### src/rtl/io_hub_pkg.sv
// Shared constants for the CPU IO hub: word indices on the IO bus and
// status/control bit positions.
package io_hub_pkg;
  localparam logic [3:0] W_MS   = 4'd0;
  localparam logic [3:0] W_SWI  = 4'd1;
  localparam logic [3:0] W_RX   = 4'd2;
  localparam logic [3:0] W_STAT = 4'd3;
  localparam logic [3:0] W_CMP  = 4'd4;
  localparam logic [3:0] W_CNT  = 4'd5;

  // status read bits
  localparam int ST_RXNE   = 0;
  localparam int ST_TXRDY  = 1;
  localparam int ST_FULL   = 2;
  localparam int ST_TXDROP = 3;
  localparam int ST_PEND   = 4;
  localparam int ST_EN     = 5;

  // control write bits
  localparam int CT_EN       = 0;
  localparam int CT_CLR_PEND = 1;
  localparam int CT_CLR_DROP = 2;
endpackage

### src/rtl/io_rx_fifo.sv
// Byte FIFO buffering UART receive data until the CPU reads it.
// DEPTH must be a power of two so the pointers wrap naturally.
module io_rx_fifo #(
  parameter int WIDTH = 8,
  parameter int DEPTH = 16
) (
  input  logic                   clk,
  input  logic                   rst,
  input  logic                   push,
  input  logic                   pop,
  input  logic [WIDTH-1:0]       din,
  output logic [WIDTH-1:0]       dout,
  output logic [$clog2(DEPTH):0] count,
  output logic                   full,
  output logic                   empty
);
  localparam int AW = $clog2(DEPTH);

  logic [WIDTH-1:0] mem [DEPTH];
  logic [AW-1:0]    wr_ptr, rd_ptr;
  logic             do_push, do_pop;

  assign full    = (count == (AW+1)'(DEPTH));
  assign empty   = (count == '0);
  assign do_push = push & ~full;
  assign do_pop  = pop & ~empty;
  assign dout    = mem[rd_ptr];

  always_ff @(posedge clk or posedge rst) begin
    if (rst) begin
      wr_ptr <= '0;
      rd_ptr <= '0;
      count  <= '0;
    end else begin
      if (do_push) wr_ptr <= wr_ptr + 1'b1;
      if (do_pop)  rd_ptr <= rd_ptr + 1'b1;
      case ({do_push, do_pop})
        2'b10:   count <= count + 1'b1;
        2'b01:   count <= count - 1'b1;
        default: ;
      endcase
    end
  end

  // storage needs no reset: contents are only visible when count > 0
  always_ff @(posedge clk) begin
    if (do_push) mem[wr_ptr] <= din;
  end
endmodule

### src/rtl/io_hub.sv
// CPU IO hub: ms timer with compare interrupt, LEDs, switches, UART RX FIFO
// and TX launch behind a 16-word IO map.
module io_hub
  import io_hub_pkg::*;
#(
  parameter int TICK_DIV  = 25000,
  parameter int LED_W     = 8,
  parameter int SWI_W     = 8,
  parameter int RXF_DEPTH = 16
) (
  input  logic             clk,
  input  logic             rst,
  input  logic             iord,
  input  logic             iowr,
  input  logic [5:0]       ioadr,
  input  logic [31:0]      outbus,
  output logic [31:0]      inbus,
  input  logic [SWI_W-1:0] swi,
  output logic [LED_W-1:0] leds,
  input  logic [7:0]       rx_data,
  input  logic             rx_rdy,
  output logic             rx_done,
  output logic [7:0]       tx_data,
  output logic             tx_start,
  input  logic             tx_rdy,
  output logic             irq
);
  localparam int PW = (TICK_DIV > 1) ? $clog2(TICK_DIV) : 1;
  localparam int CW = $clog2(RXF_DEPTH) + 1;

  logic [3:0]       word;
  logic             wr_ms, wr_led, wr_rx, wr_stat, wr_cmp, rd_rx;
  logic [PW-1:0]    presc;
  logic [31:0]      ms, cmp;
  logic             tick, pend_set, pend_clr;
  logic             irq_en, irq_pend, tx_drop;
  logic [SWI_W-1:0] swi_s1, swi_s2;
  logic             push, pop;
  logic [7:0]       rx_head;
  logic [CW-1:0]    rx_count;
  logic             rx_full, rx_empty;
  logic [31:0]      status;
  logic             unused_adr;

  assign word       = ioadr[5:2];
  assign unused_adr = ^ioadr[1:0];
  assign wr_ms      = iowr && word == W_MS;
  assign wr_led     = iowr && word == W_SWI;
  assign wr_rx      = iowr && word == W_RX;
  assign wr_stat    = iowr && word == W_STAT;
  assign wr_cmp     = iowr && word == W_CMP;
  assign rd_rx      = iord && word == W_RX;

  assign tick     = (presc == PW'(TICK_DIV - 1));
  // a clearing write suppresses the increment, so it cannot raise the interrupt
  assign pend_set = tick && !wr_ms && (cmp != '0) && (ms + 32'd1 == cmp);
  assign pend_clr = wr_stat && outbus[CT_CLR_PEND];

  assign push = rx_rdy & ~rx_done & ~rx_full;
  assign pop  = rd_rx & ~rx_empty;

  assign tx_data  = outbus[7:0];
  assign tx_start = wr_rx & tx_rdy;
  assign irq      = irq_pend & irq_en;

  always_ff @(posedge clk or posedge rst) begin
    if (rst) begin
      presc    <= '0;
      ms       <= '0;
      cmp      <= '0;
      leds     <= '0;
      irq_en   <= 1'b0;
      irq_pend <= 1'b0;
      tx_drop  <= 1'b0;
      rx_done  <= 1'b0;
      swi_s1   <= '0;
      swi_s2   <= '0;
    end else begin
      if (wr_ms) begin
        presc <= '0;
        ms    <= '0;
      end else if (tick) begin
        presc <= '0;
        ms    <= ms + 32'd1;
      end else begin
        presc <= presc + 1'b1;
      end
      if (wr_cmp) cmp    <= outbus;
      if (wr_led) leds   <= outbus[LED_W-1:0];
      if (wr_stat) irq_en <= outbus[CT_EN];
      irq_pend <= pend_set | (irq_pend & ~pend_clr);
      tx_drop  <= (wr_rx & ~tx_rdy) | (tx_drop & ~(wr_stat & outbus[CT_CLR_DROP]));
      rx_done  <= push;
      swi_s1   <= swi;
      swi_s2   <= swi_s1;
    end
  end

  io_rx_fifo #(.WIDTH(8), .DEPTH(RXF_DEPTH)) u_rx_fifo (
    .clk   (clk),
    .rst   (rst),
    .push  (push),
    .pop   (pop),
    .din   (rx_data),
    .dout  (rx_head),
    .count (rx_count),
    .full  (rx_full),
    .empty (rx_empty)
  );

  always_comb begin
    status            = '0;
    status[ST_RXNE]   = ~rx_empty;
    status[ST_TXRDY]  = tx_rdy;
    status[ST_FULL]   = rx_full;
    status[ST_TXDROP] = tx_drop;
    status[ST_PEND]   = irq_pend;
    status[ST_EN]     = irq_en;
  end

  always_comb begin
    inbus = '0;
    if (iord) begin
      case (word)
        W_MS:    inbus = ms;
        W_SWI:   inbus = 32'(swi_s2);
        W_RX:    inbus = rx_empty ? 32'd0 : 32'(rx_head);
        W_STAT:  inbus = status;
        W_CMP:   inbus = cmp;
        W_CNT:   inbus = 32'(rx_count);
        default: inbus = '0;
      endcase
    end
  end
endmodule
### config.mk
export PLATFORM = sky130hd
export DESIGN_NAME = io_hub
export DESIGN_NICKNAME = d
export VERILOG_FILES = /design/src/rtl/io_hub_pkg.sv /design/src/rtl/io_rx_fifo.sv /design/src/rtl/io_hub.sv
export SDC_FILE = /design/constraint.sdc
export NUM_CORES = 1
export LEC_CHECK = 0
export BUFFER_PORTS_ARGS = -buffer_cell sky130_fd_sc_hd__buf_2
export CAP_MARGIN = 5
export CORE_MARGIN = 2
export CORE_UTILIZATION = 25
export CTS_BUF_LIST = sky130_fd_sc_hd__clkbuf_8
export DETAILED_ROUTE_END_ITERATION = 6
export SLEW_MARGIN = 20
export SYNTH_ARGS = -nofsm -noshare
export SYNTH_HDL_FRONTEND = slang
export SYNTH_SLANG_ARGS = --single-unit
### constraint.sdc
create_clock -name clk -period 6.64 [get_ports clk]
set_clock_uncertainty 0.2 [all_clocks]
set_input_delay 0.664 -clock clk [delete_from_list [all_inputs] [get_ports clk]]
set_output_delay 0.664 -clock clk [all_outputs]
set_load 0.03 [all_outputs]
==> results of run 1 <==
## final timing paths
kind,start,to,depth (start not counted)
setup reg to reg,ms[0],irq_pend,8
hold / removal,swi[7],swi_s1[7],1
min in group asynchronous,rst,swi_s1[0],3
hold reg to reg,swi_s1[0],swi_s2[0],0
max in group asynchronous,rst,cmp[29],4
setup / recovery,u_rx_fifo.rd_ptr[0],inbus[0],8
## layout by cell type (no fill, tap or decap), drive strengths merged, types with 3 or more instances in the layout
| cell type | Yosys | final |
|---|---|---|
| a21oi | 19 | 19 |
| o31ai | 3 | 3 |
| dfrtp | 120 | 120 |
| and2 | 6 | 6 |
| nand3b | 5 | 5 |
| mux2 | 43 | 43 |
| mux2i | 9 | 9 |
| or3 | 8 | 8 |
| nand3 | 33 | 33 |
| nor2b | 6 | 6 |
| inv | 13 | 28 |
| nand2b | 7 | 7 |
| clkbuf | 34 | 49 |
| o22ai | 3 | 3 |
| mux4 | 39 | 39 |
| ha | 11 | 11 |
| xor2 | 46 | 46 |
| nand4 | 24 | 24 |
| or4 | 7 | 7 |
| clkinv | 0 | 11 |
| o211ai | 4 | 4 |
| nor4 | 19 | 19 |
| and3 | 6 | 6 |
| a22oi | 28 | 28 |
| nand2 | 47 | 47 |
| o21ai | 23 | 23 |
| dlygate4sd3 | 0 | 8 |
| nor2 | 107 | 107 |
| a31oi | 4 | 4 |
| a21o | 3 | 3 |
| edfxtp | 128 | 128 |
| nor3 | 10 | 10 |
| and4 | 3 | 3 |
| xnor2 | 49 | 49 |
| buf | 33 | 119 |
## kinds of logic (layout without fill, tap and decap cells)
group | count (synthesis) | after routing
AND/OR/NAND/NOR | 299 | 299
flip-flops | 248 | 248
AO/OA/AOI/OAI | 96 | 96
XOR/XNOR | 95 | 95
multiplexers | 91 | 91
buffers and inverters | 80 | 215
adder cells (fa/ha/maj) | 12 | 12
other | 0 | 2
## metrics by stage
step | setup slack [ps] | utilization, % | instance area [um2] | power [mW] | std cells
finish | 2030 | 29.7 | 13800 | 4.48 | 1665
global route | 1820 | 29.6 | 13800 | 4.75 | 1663
CTS | 1950 | 29.6 | 13800 | 4.54 | 1663
detailed placement | 2610 | 27.7 | 12900 | 3.21 | 1580
global placement | 2610 | 27.7 | 12900 | 3.18 | 1580
floorplan | 2590 | - | 11800 | 2.88 | 921
## report_power, final
part	internal, mW	switching [mW]
Clock	0.677	0.631
Sequential	1.84	0.340
Combinational	0.516	0.483
Total	3.03	1.45
## registers in the layout, indices dropped and copies added, names as in the netlist, 5 cells and up
signal and cells:
swi_s2 8, u_rx_fifo.count 5, presc 15, u_rx_fifo.mem 128, ms 32, swi_s1 8
cmp 32, leds 8
## timing repair
action	CTS	global route
hold buffers	8	0
hold endpoints to repair	49	0
setup endpoints to repair	0	0
## layer usage
| layer | part of all wire (%) | up-vias | global-route usage (%) | routed length (um) |
|---|---|---|---|---|
| met5 | 0.027 | - | 0 | 8 |
| met4 | 1.5 | 2 | 2.60 | 442 |
| met3 | 7.5 | 46 | 2.72 | 2270 |
| met2 | 46 | 252 | 19.0 | 13700 |
| met1 | 45 | 3930 | 17.3 | 13700 |
| li1 | - | 3600 | - | - |
## worst reg2reg max path, stage by stage (launching register included)
cell and delay (ps):
dfrtp_1 460, ha_1 370, nand4_1 130, or4_1 720, nor4bb_1 460, xnor2_1 180, o211ai_1 100, or4_1 540
o31ai_2 230
## area by class of cell
cell class	instances	share of cell area, %
Multi-Input combinational cell	593	33.5
Antenna cell	2	0.0362
Tap cell	607	5.50
Clock inverter	26	0.942
Inverter	13	0.390
Clock buffer	49	4.88
Sequential cell	248	49.6
Timing Repair Buffer	127	5.12
==> flow_metrics.env, run 1 <==
export IMPL_clkTransAtPathRegs_ps=70
export IMPL_reg2reg_slack_ps=3180
export IMPL_grt_pass1_vias=7924
export IMPL_period_share_pct=69.5
export IMPL_start_kind="flop"
export IMPL_tritoncts="yes"
export IMPL_grt_ovfl_total=0
export IMPL_hold_path_class="in -> reg"
export IMPL_p_per_area_nw_per_um2=325
export IMPL_async_flop_share_pct=48.4
export IMPL_hold_ws_ps=61.7
export IMPL_seqCellArea_um2=6850
export IMPL_syn_nets=993
export IMPL_crit_slowest_cell="dfrtp_2"
export IMPL_rsz0062_at_grt="false"
export IMPL_grt_util_all_layers_pct=12.2
export IMPL_slowest_delay_ps=780
export IMPL_drtIter0Drc=740
export IMPL_cp_data_arrival_time_ps=3750
export IMPL_yosysMostFrequentCell="edfxtp_1"
export IMPL_cellLeakagePower_nw=5.18
export IMPL_synth_top_family_by_area="simple AND/OR/NAND/NOR gates"
export IMPL_syn_area_um2=11800
export IMPL_wirelength_mm=30.1
export IMPL_syn_to_final_growth_pct=17.0
export IMPL_crit_family="multiplexers"
export IMPL_post_cts_resized=0
export IMPL_vias_per_cell=4.70
export IMPL_die_w_um=221
export IMPL_fmax_mhz=217
export IMPL_grt_max_degree=79
export IMPL_syn_inst=921
export IMPL_io_pins=111
export IMPL_start_util_pct=25.4
export IMPL_yosysWarnings=0
export IMPL_synth_edf_count=128
export IMPL_first_pass_iters=5
export IMPL_fin_crit_ps=4610
export IMPL_htreeDepth=2
export IMPL_synth_xor_area_share_pct=7.05
export IMPL_syn_avg_cell_area_um2=12.8
export IMPL_vias=7830
export IMPL_synth_top_cell_by_area="edfxtp_1"
export IMPL_vdd_ir_drop_max_mv=0.180
export IMPL_die_area_um2=49000
export IMPL_dpl_hpwl_mm=21.2
export IMPL_synth_cells_most_frequent="edfxtp_1 (128), dfrtp_1 (120), nor2_1 (107)"
export IMPL_wl_per_cell_um=18.1
export IMPL_cap_violations=0
export IMPL_crit_chain="buf_4 > mux4_2 > mux4_2 > nor2_1 > nor2_1 > a21oi_1 > nor2_1 > buf_2"
export IMPL_setup_viol=0
export IMPL_ys_ff_latch=248
export IMPL_layout_drive_gt1_share_pct=26.0
export IMPL_route_detailed_drc=0
export IMPL_cp_common_cell="nor2_1"
export IMPL_grt_pass1_wl_mm=46.8
export IMPL_tightestPinTransition_ps=946
export IMPL_synthAdderAreaFrac_pct=1.34
export IMPL_synth_top_cell_area_share_pct=32.6
export IMPL_path_max_fanout=19
export IMPL_ys_seq_area_share_pct=58.0
export IMPL_status="completed"
export IMPL_place_congestion=0.836
export IMPL_nets=1097
export IMPL_path_buf_inv=2
export IMPL_slew_headroom_pct=36.4
export IMPL_core_area_um2=46600
export IMPL_synth_compound_area_share_pct=5.30
export IMPL_crit_type="reg -> out"
export IMPL_portBuffers=108
export IMPL_multi_input_area_um2=4630
export IMPL_cts_sinks=248
export IMPL_fill_cells=4696
export IMPL_synth_distinct_cells=56
export IMPL_die_h_um=221
export IMPL_cts_made_buffers=42
export IMPL_cts_setup_buffers=0
export IMPL_synth_simple_area_share_pct=13.0
export IMPL_antenna_found_initial=3
export IMPL_end_kind="output port"
export IMPL_timing_hold_violations_final=0
export IMPL_clock_root_buffer="clkbuf_8"
export IMPL_synth_area_leaders="edfxtp_1 (33%), dfrtp_1 (25%), mux4_2 (7.4%), mux2_2 (4.1%), xnor2_1 (3.6%)"
export IMPL_clk_latency_ps=580
export IMPL_ctsLongestPathBuffers=3
export IMPL_worstPathRequired_ps=5780
export IMPL_rows=79
export IMPL_synthFlopType="edfxtp_1"
export IMPL_finalMaxSlewViolations=0
export IMPL_synthMuxAreaShare_pct=12.3
export IMPL_antenna_left=0
export IMPL_tns_ps=0
Note: power is estimated with default switching activity, not from simulation.
==> inputs of run 2 (changes only) <==
==> constraint.sdc (replaced) <==
create_clock -name clk -period 4.6 [get_ports clk]
set_clock_uncertainty 0.2 [all_clocks]
set_input_delay 0.46 -clock clk [delete_from_list [all_inputs] [get_ports clk]]
set_output_delay 0.46 -clock clk [all_outputs]
set_load 0.03 [all_outputs]
==> run 2 against run 1 <==
Effect of this change: core utilization grew 1.0 points; cell count up 2.5%; combinational power is 51% higher; worst hold slack lost 7.1 ps; power increased by 52%; flip-flop and latch count is the same; wire length is 3.4% higher; non-clock buffer count up 36.
==> flow_metrics.env, run 2 (synthesis gave the netlist of run 1 again) <==
export IMPL_finalNonFillerCells=1706
export IMPL_largest_register="u_rx_fifo.mem"
export IMPL_placed_cell_area_um2=12900
export IMPL_syn_to_final_growth_pct=21.0
export IMPL_reg_largest_list="u_rx_fifo.mem (128), cmp (32), ms (32)"
export IMPL_dpl_hpwl_mm=21.5
export IMPL_vias=8001
export IMPL_period_share_pct=87.6
export IMPL_cellLeakagePower_nw=5.38
export IMPL_antenna_left=0
export IMPL_cts_sinks=248
export IMPL_finalMaxSlewViolations=0
export IMPL_final_cell_area_um2=14300
export IMPL_start_util_pct=25.4
export IMPL_hold_path_class="in -> reg"
export IMPL_reg2reg_from="ms[0]"
export IMPL_die_area_um2=49000
export IMPL_timing_hold_violations_final=0
export IMPL_startpoint="u_rx_fifo.rd_ptr[0]"
export IMPL_tns_ps=0
export IMPL_worstPathRequired_ps=3940
export IMPL_end_kind="output port"
export IMPL_start_kind="flop"
export IMPL_die_h_um=221
export IMPL_nets=1134
export IMPL_clkTransAtPathRegs_ps=70
export IMPL_rows=79
export IMPL_cts_setup_buffers=0
export IMPL_core_area_um2=46600
export IMPL_wl_per_cell_um=18.3
export IMPL_layout_cells_most_common_list="edfxtp_1 (128), dfrtp_1 (118), buf_2 (108), nor2_1 (107)"
export IMPL_route_detailed_drc=0
export IMPL_worstHoldStart="rx_data[4]"
export IMPL_ctsLongestPathBuffers=3
export IMPL_grt_pass1_wl_mm=48.5
export IMPL_vdd_ir_drop_max_mv=0.234
export IMPL_clk_latency_ps=590
export IMPL_slew_headroom_pct=36.7
export IMPL_fin_crit_ps=4030
export IMPL_cap_violations=0
export IMPL_place_congestion=0.853
export IMPL_portBuffers=108
export IMPL_tritoncts="yes"
export IMPL_grt_max_degree=87
export IMPL_clock_root_buffer="clkbuf_8"
export IMPL_wirelength_mm=31.2
export IMPL_grt_pass1_vias=8107
export IMPL_vias_per_cell=4.69
export IMPL_final_common_cell="edfxtp_1"
export IMPL_path_max_fanout=14
export IMPL_fmax_mhz=248
export IMPL_cp_data_arrival_time_ps=3370
export IMPL_dp_cells=1584
export IMPL_drtIter0Drc=745
export IMPL_crit_type="reg -> out"
export IMPL_grt_util_all_layers_pct=12.6
export IMPL_setup_viol=0
export IMPL_largest_reg_flops=128
export IMPL_grt_ovfl_total=0
export IMPL_status="completed"
export IMPL_tightestPinTransition_ps=944
export IMPL_final_util_pct=30.7
export IMPL_layout_drive_gt1_share_pct=26.1
export IMPL_antenna_found_initial=5
export IMPL_total_power_mw=6.79
export IMPL_p_per_area_nw_per_um2=476
export IMPL_die_w_um=221
export IMPL_cts_made_buffers=43
export IMPL_first_pass_iters=4
export IMPL_io_pins=111
export IMPL_rsz0062_at_grt="false"
export IMPL_htreeDepth=2
run 2: cell types whose count changed in the layout (fill, tap and decap cells not counted), sizes merged:
cell         before  now
inv              28   27
clkinv           11   12
clkinvlp          0    1
bufinv            0    4
buf             119  123
dlygate4sd3       8   40
run 2: power breakdown:
part           switching [mW]  total, mW  internal (mW)  leakage (nW)
combinational           0.736       1.51          0.772          2.21
clock                   0.960       2.17           1.21         0.526
sequential              0.459       3.11           2.65          2.64
total                    2.16       6.79           4.64          5.38
run 2: critical path, cell delays in order (launching register included):
cell and delay, ps:
dfrtp_2 660, buf_4 390, mux4_2 550, mux2i_1 250, a21oi_1 160, a222oi_1 350
nor2_1 180, buf_2 220
run 2: routing by layer:
metal / vias to the layer above / routed length (um) / track usage [%]
met2: 294 / 14200 / 19.6
met3: 42 / 2650 / 3.60
met5: - / 13 / 0
met4: 2 / 395 / 2.38
met1: 3988 / 13900 / 17.7
li1: 3675 / - / -
run 2: cell type report:
type	count	area, um2
diodes	2	5.00
repair buffers	163	1050
well taps	607	759
clock inverters	31	256
clock buffers	49	674
inverters	13	53.8
multi-input cells	593	4630
fillers	4658	32300
flip-flops and latches	248	6850
run 2: path summary, 6_finish.rpt:
check	to	slack [ps]	cells past startpoint
setup / recovery	inbus[7]	570	7
hold / removal	u_rx_fifo.mem[13][4]	50	1
setup reg to reg	irq_pend	1210	8
hold reg to reg	swi_s2[1]	150	0
max in group asynchronous	irq_en	2760	4
min in group asynchronous	swi_s1[0]	400	3
run 2: metrics by stage:
step / setup WS (ps) / hold slack, ps
after CTS: 510 / 31.6
after global placement: 1170 / 135
final: 572 / 54.5
after detailed placement: 1160 / 135
after floorplan: 754 / 131
after global routing: 380 / 55.4
run 2: what timing repair did:
item,CTS,global route
hold buffers,40,0
endpoints found under the hold margin,132,0
gates resized for setup,0,0
==> inputs of run 3 (changes only) <==
--- a/config.mk
+++ b/config.mk
@@ -10,8 +10,10 @@
 export CORE_MARGIN = 2
 export CORE_UTILIZATION = 25
 export CTS_BUF_LIST = sky130_fd_sc_hd__clkbuf_8
+export CTS_CLUSTER_SIZE = 25
 export DETAILED_ROUTE_END_ITERATION = 6
 export SLEW_MARGIN = 20
 export SYNTH_ARGS = -nofsm -noshare
 export SYNTH_HDL_FRONTEND = slang
+export SYNTH_HIERARCHICAL = 1
 export SYNTH_SLANG_ARGS = --single-unit
==> run 3 against run 2 <==
Effect of this change: sequential power fell by 2%; synthesized cell count rose by 6.1%; sequential share of layout area barely moved; first-iteration DRC count fell by 8.9%; clock-buffer cell count grew 2.
==> flow_metrics.env, run 3 <==
export IMPL_grt_pass1_vias=8278
export IMPL_rows=80
export IMPL_wl_per_cell_um=18.3
export IMPL_first_pass_iters=7
export IMPL_cts_setup_buffers=0
export IMPL_layout_cells_most_common_list="edfxtp_1 (128), dfrtp_1 (119), buf_2 (108), nor2_1 (94), nand2_1 (65)"
export IMPL_placed_cell_area_um2=13000
export IMPL_synth_top_cell_area_share_pct=32.2
export IMPL_vdd_ir_drop_max_mv=0.226
export IMPL_timing_hold_violations_final=0
export IMPL_cts_made_buffers=42
export IMPL_route_detailed_drc=0
export IMPL_syn_to_final_growth_pct=19.6
export IMPL_crit_chain="buf_12 > mux4_2 > a22oi_1 > nand2_1 > a222oi_1 > a21oi_1 > buf_2"
export IMPL_synth_top_cell_by_area="edfxtp_1"
export IMPL_fmax_mhz=257
export IMPL_tightestPinTransition_ps=899
export IMPL_finalMaxSlewViolations=0
export IMPL_antenna_left=0
export IMPL_synth_edf_count=128
export IMPL_crit_type="reg -> out"
export IMPL_ys_ff_latch=248
export IMPL_cellLeakagePower_nw=5.42
export IMPL_synth_distinct_cells=61
export IMPL_p_per_area_nw_per_um2=464
export IMPL_slew_headroom_pct=39.8
export IMPL_final_cell_area_um2=14300
export IMPL_clock_root_buffer="clkbuf_8"
export IMPL_cts_sinks=248
export IMPL_yosysWarnings=6
export IMPL_die_area_um2=49600
export IMPL_syn_avg_cell_area_um2=12.2
export IMPL_nets=1188
export IMPL_die_w_um=223
export IMPL_place_congestion=0.865
export IMPL_setup_viol=0
export IMPL_yosysMostFrequentCell="edfxtp_1"
export IMPL_syn_area_um2=12000
export IMPL_portBuffers=108
export IMPL_end_kind="output port"
export IMPL_core_area_um2=47400
export IMPL_fin_ws_ps=713
export IMPL_fin_crit_ps=3890
export IMPL_tritoncts="yes"
export IMPL_wirelength_mm=32.3
export IMPL_tns_ps=0
export IMPL_syn_nets=1049
export IMPL_grt_ovfl_total=0
export IMPL_vias=8471
export IMPL_dpl_worst_slack_ps=855
export IMPL_synthFlopType="edfxtp_1"
export IMPL_dp_cells=1647
export IMPL_total_power_mw=6.62
export IMPL_finalNonFillerCells=1763
export IMPL_cp_data_arrival_time_ps=3230
export IMPL_hold_path_class="in -> reg"
export IMPL_clkTransAtPathRegs_ps=60
export IMPL_syn_inst=977
export IMPL_synth_cells_most_frequent="edfxtp_1 (128), dfrtp_1 (120), nor2_1 (94)"
export IMPL_ys_seq_area_share_pct=57.3
export IMPL_antenna_found_initial=4
export IMPL_io_pins=111
export IMPL_crit_slowest_cell="dfrtp_2"
export IMPL_post_cts_resized=0
export IMPL_cap_violations=0
export IMPL_status="completed"
export IMPL_die_h_um=223
export IMPL_worstPathRequired_ps=3940
export IMPL_grt_max_degree=45
export IMPL_vias_per_cell=4.80
export IMPL_path_max_fanout=23
export IMPL_slowest_delay_ps=650
export IMPL_dpl_hpwl_mm=22.4
export IMPL_grt_util_all_layers_pct=12.8
export IMPL_reg_largest_list="u_rx_fifo/mem (128), cmp (32), ms (32)"
export IMPL_htreeDepth=2
export IMPL_synth_area_leaders="edfxtp_1 (32%), dfrtp_1 (25%), xnor2_1 (3.9%), mux2_2 (3.8%), mux4_2 (3.0%)"
export IMPL_hold_ws_ps=42.6
export IMPL_clk_latency_ps=560
export IMPL_async_flop_share_pct=48.4
export IMPL_largest_reg_flops=128
export IMPL_start_kind="flop"
export IMPL_largest_register="u_rx_fifo/mem"
export IMPL_drtIter0Drc=679
export IMPL_rsz0062_at_grt="false"
export IMPL_final_common_cell="edfxtp_1"
export IMPL_layout_drive_gt1_share_pct=23.0
export IMPL_final_util_pct=30.1
export IMPL_hold_buffers=40
export IMPL_ctsLongestPathBuffers=3
export IMPL_start_util_pct=25.2
export IMPL_num_antenna_cells=0
export IMPL_grt_pass1_wl_mm=49.2
export IMPL_period_share_pct=84.5
run 3: critical path, delay by kind of cell (launching register included):
family | cells | cell delay (ps)
AO/OA/AOI/OAI | 3 | 820
flip-flops | 1 | 650
buffers and inverters | 2 | 480
multiplexers | 1 | 550
AND/OR/NAND/NOR | 1 | 130
run 3: kinds of logic after synthesis:
logic type,synth area share [%]
buf+inv,3.79
mux,9.76
compound gates,8.02
xor+xnor,6.82
simple gates,13.0
fa+ha+maj,1.32
flops,57.3
run 3: report_power, final:
part           leakage (nW)  total (mW)  switching (mW)  internal [mW]
clock network         0.478        2.03           0.909           1.12
registers              2.65        3.06           0.417           2.64
logic                  2.29        1.54           0.819          0.718
total                  5.42        6.62            2.14           4.48
run 3: worst paths after layout:
path | from | to | slack, ps | cells past startpoint
worst min-delay path | outbus[0] | cmp[0] | 40 | 2
worst max register to register | u_rx_fifo/count[0] | u_rx_fifo/count[4] | 1000 | 14
min in group asynchronous | rst | u_rx_fifo/wr_ptr[0] | 340 | 3
worst min register to register | swi_s1[3] | swi_s2[3] | 140 | 0
max in group asynchronous | rst | leds[3] | 2840 | 4
worst max-delay path | u_rx_fifo/rd_ptr[0] | inbus[1] | 710 | 7
run 3: metal layers:
| layer | GRT usage, % | wire [um] |
|---|---|---|
| met5 | 0 | 0 |
| met4 | 4.11 | 875 |
| met3 | 3.02 | 2100 |
| met2 | 20.9 | 15200 |
| met1 | 16.8 | 14100 |
run 3: cell type report:
class / instances / area [um2]
inverters: 16 / 62.6
clock inverters: 25 / 164
well taps: 615 / 769
multi-input cells: 646 / 4680
clock buffers: 51 / 702
flip-flops and latches: 248 / 6850
fillers: 4886 / 33200
repair buffers: 162 / 1060
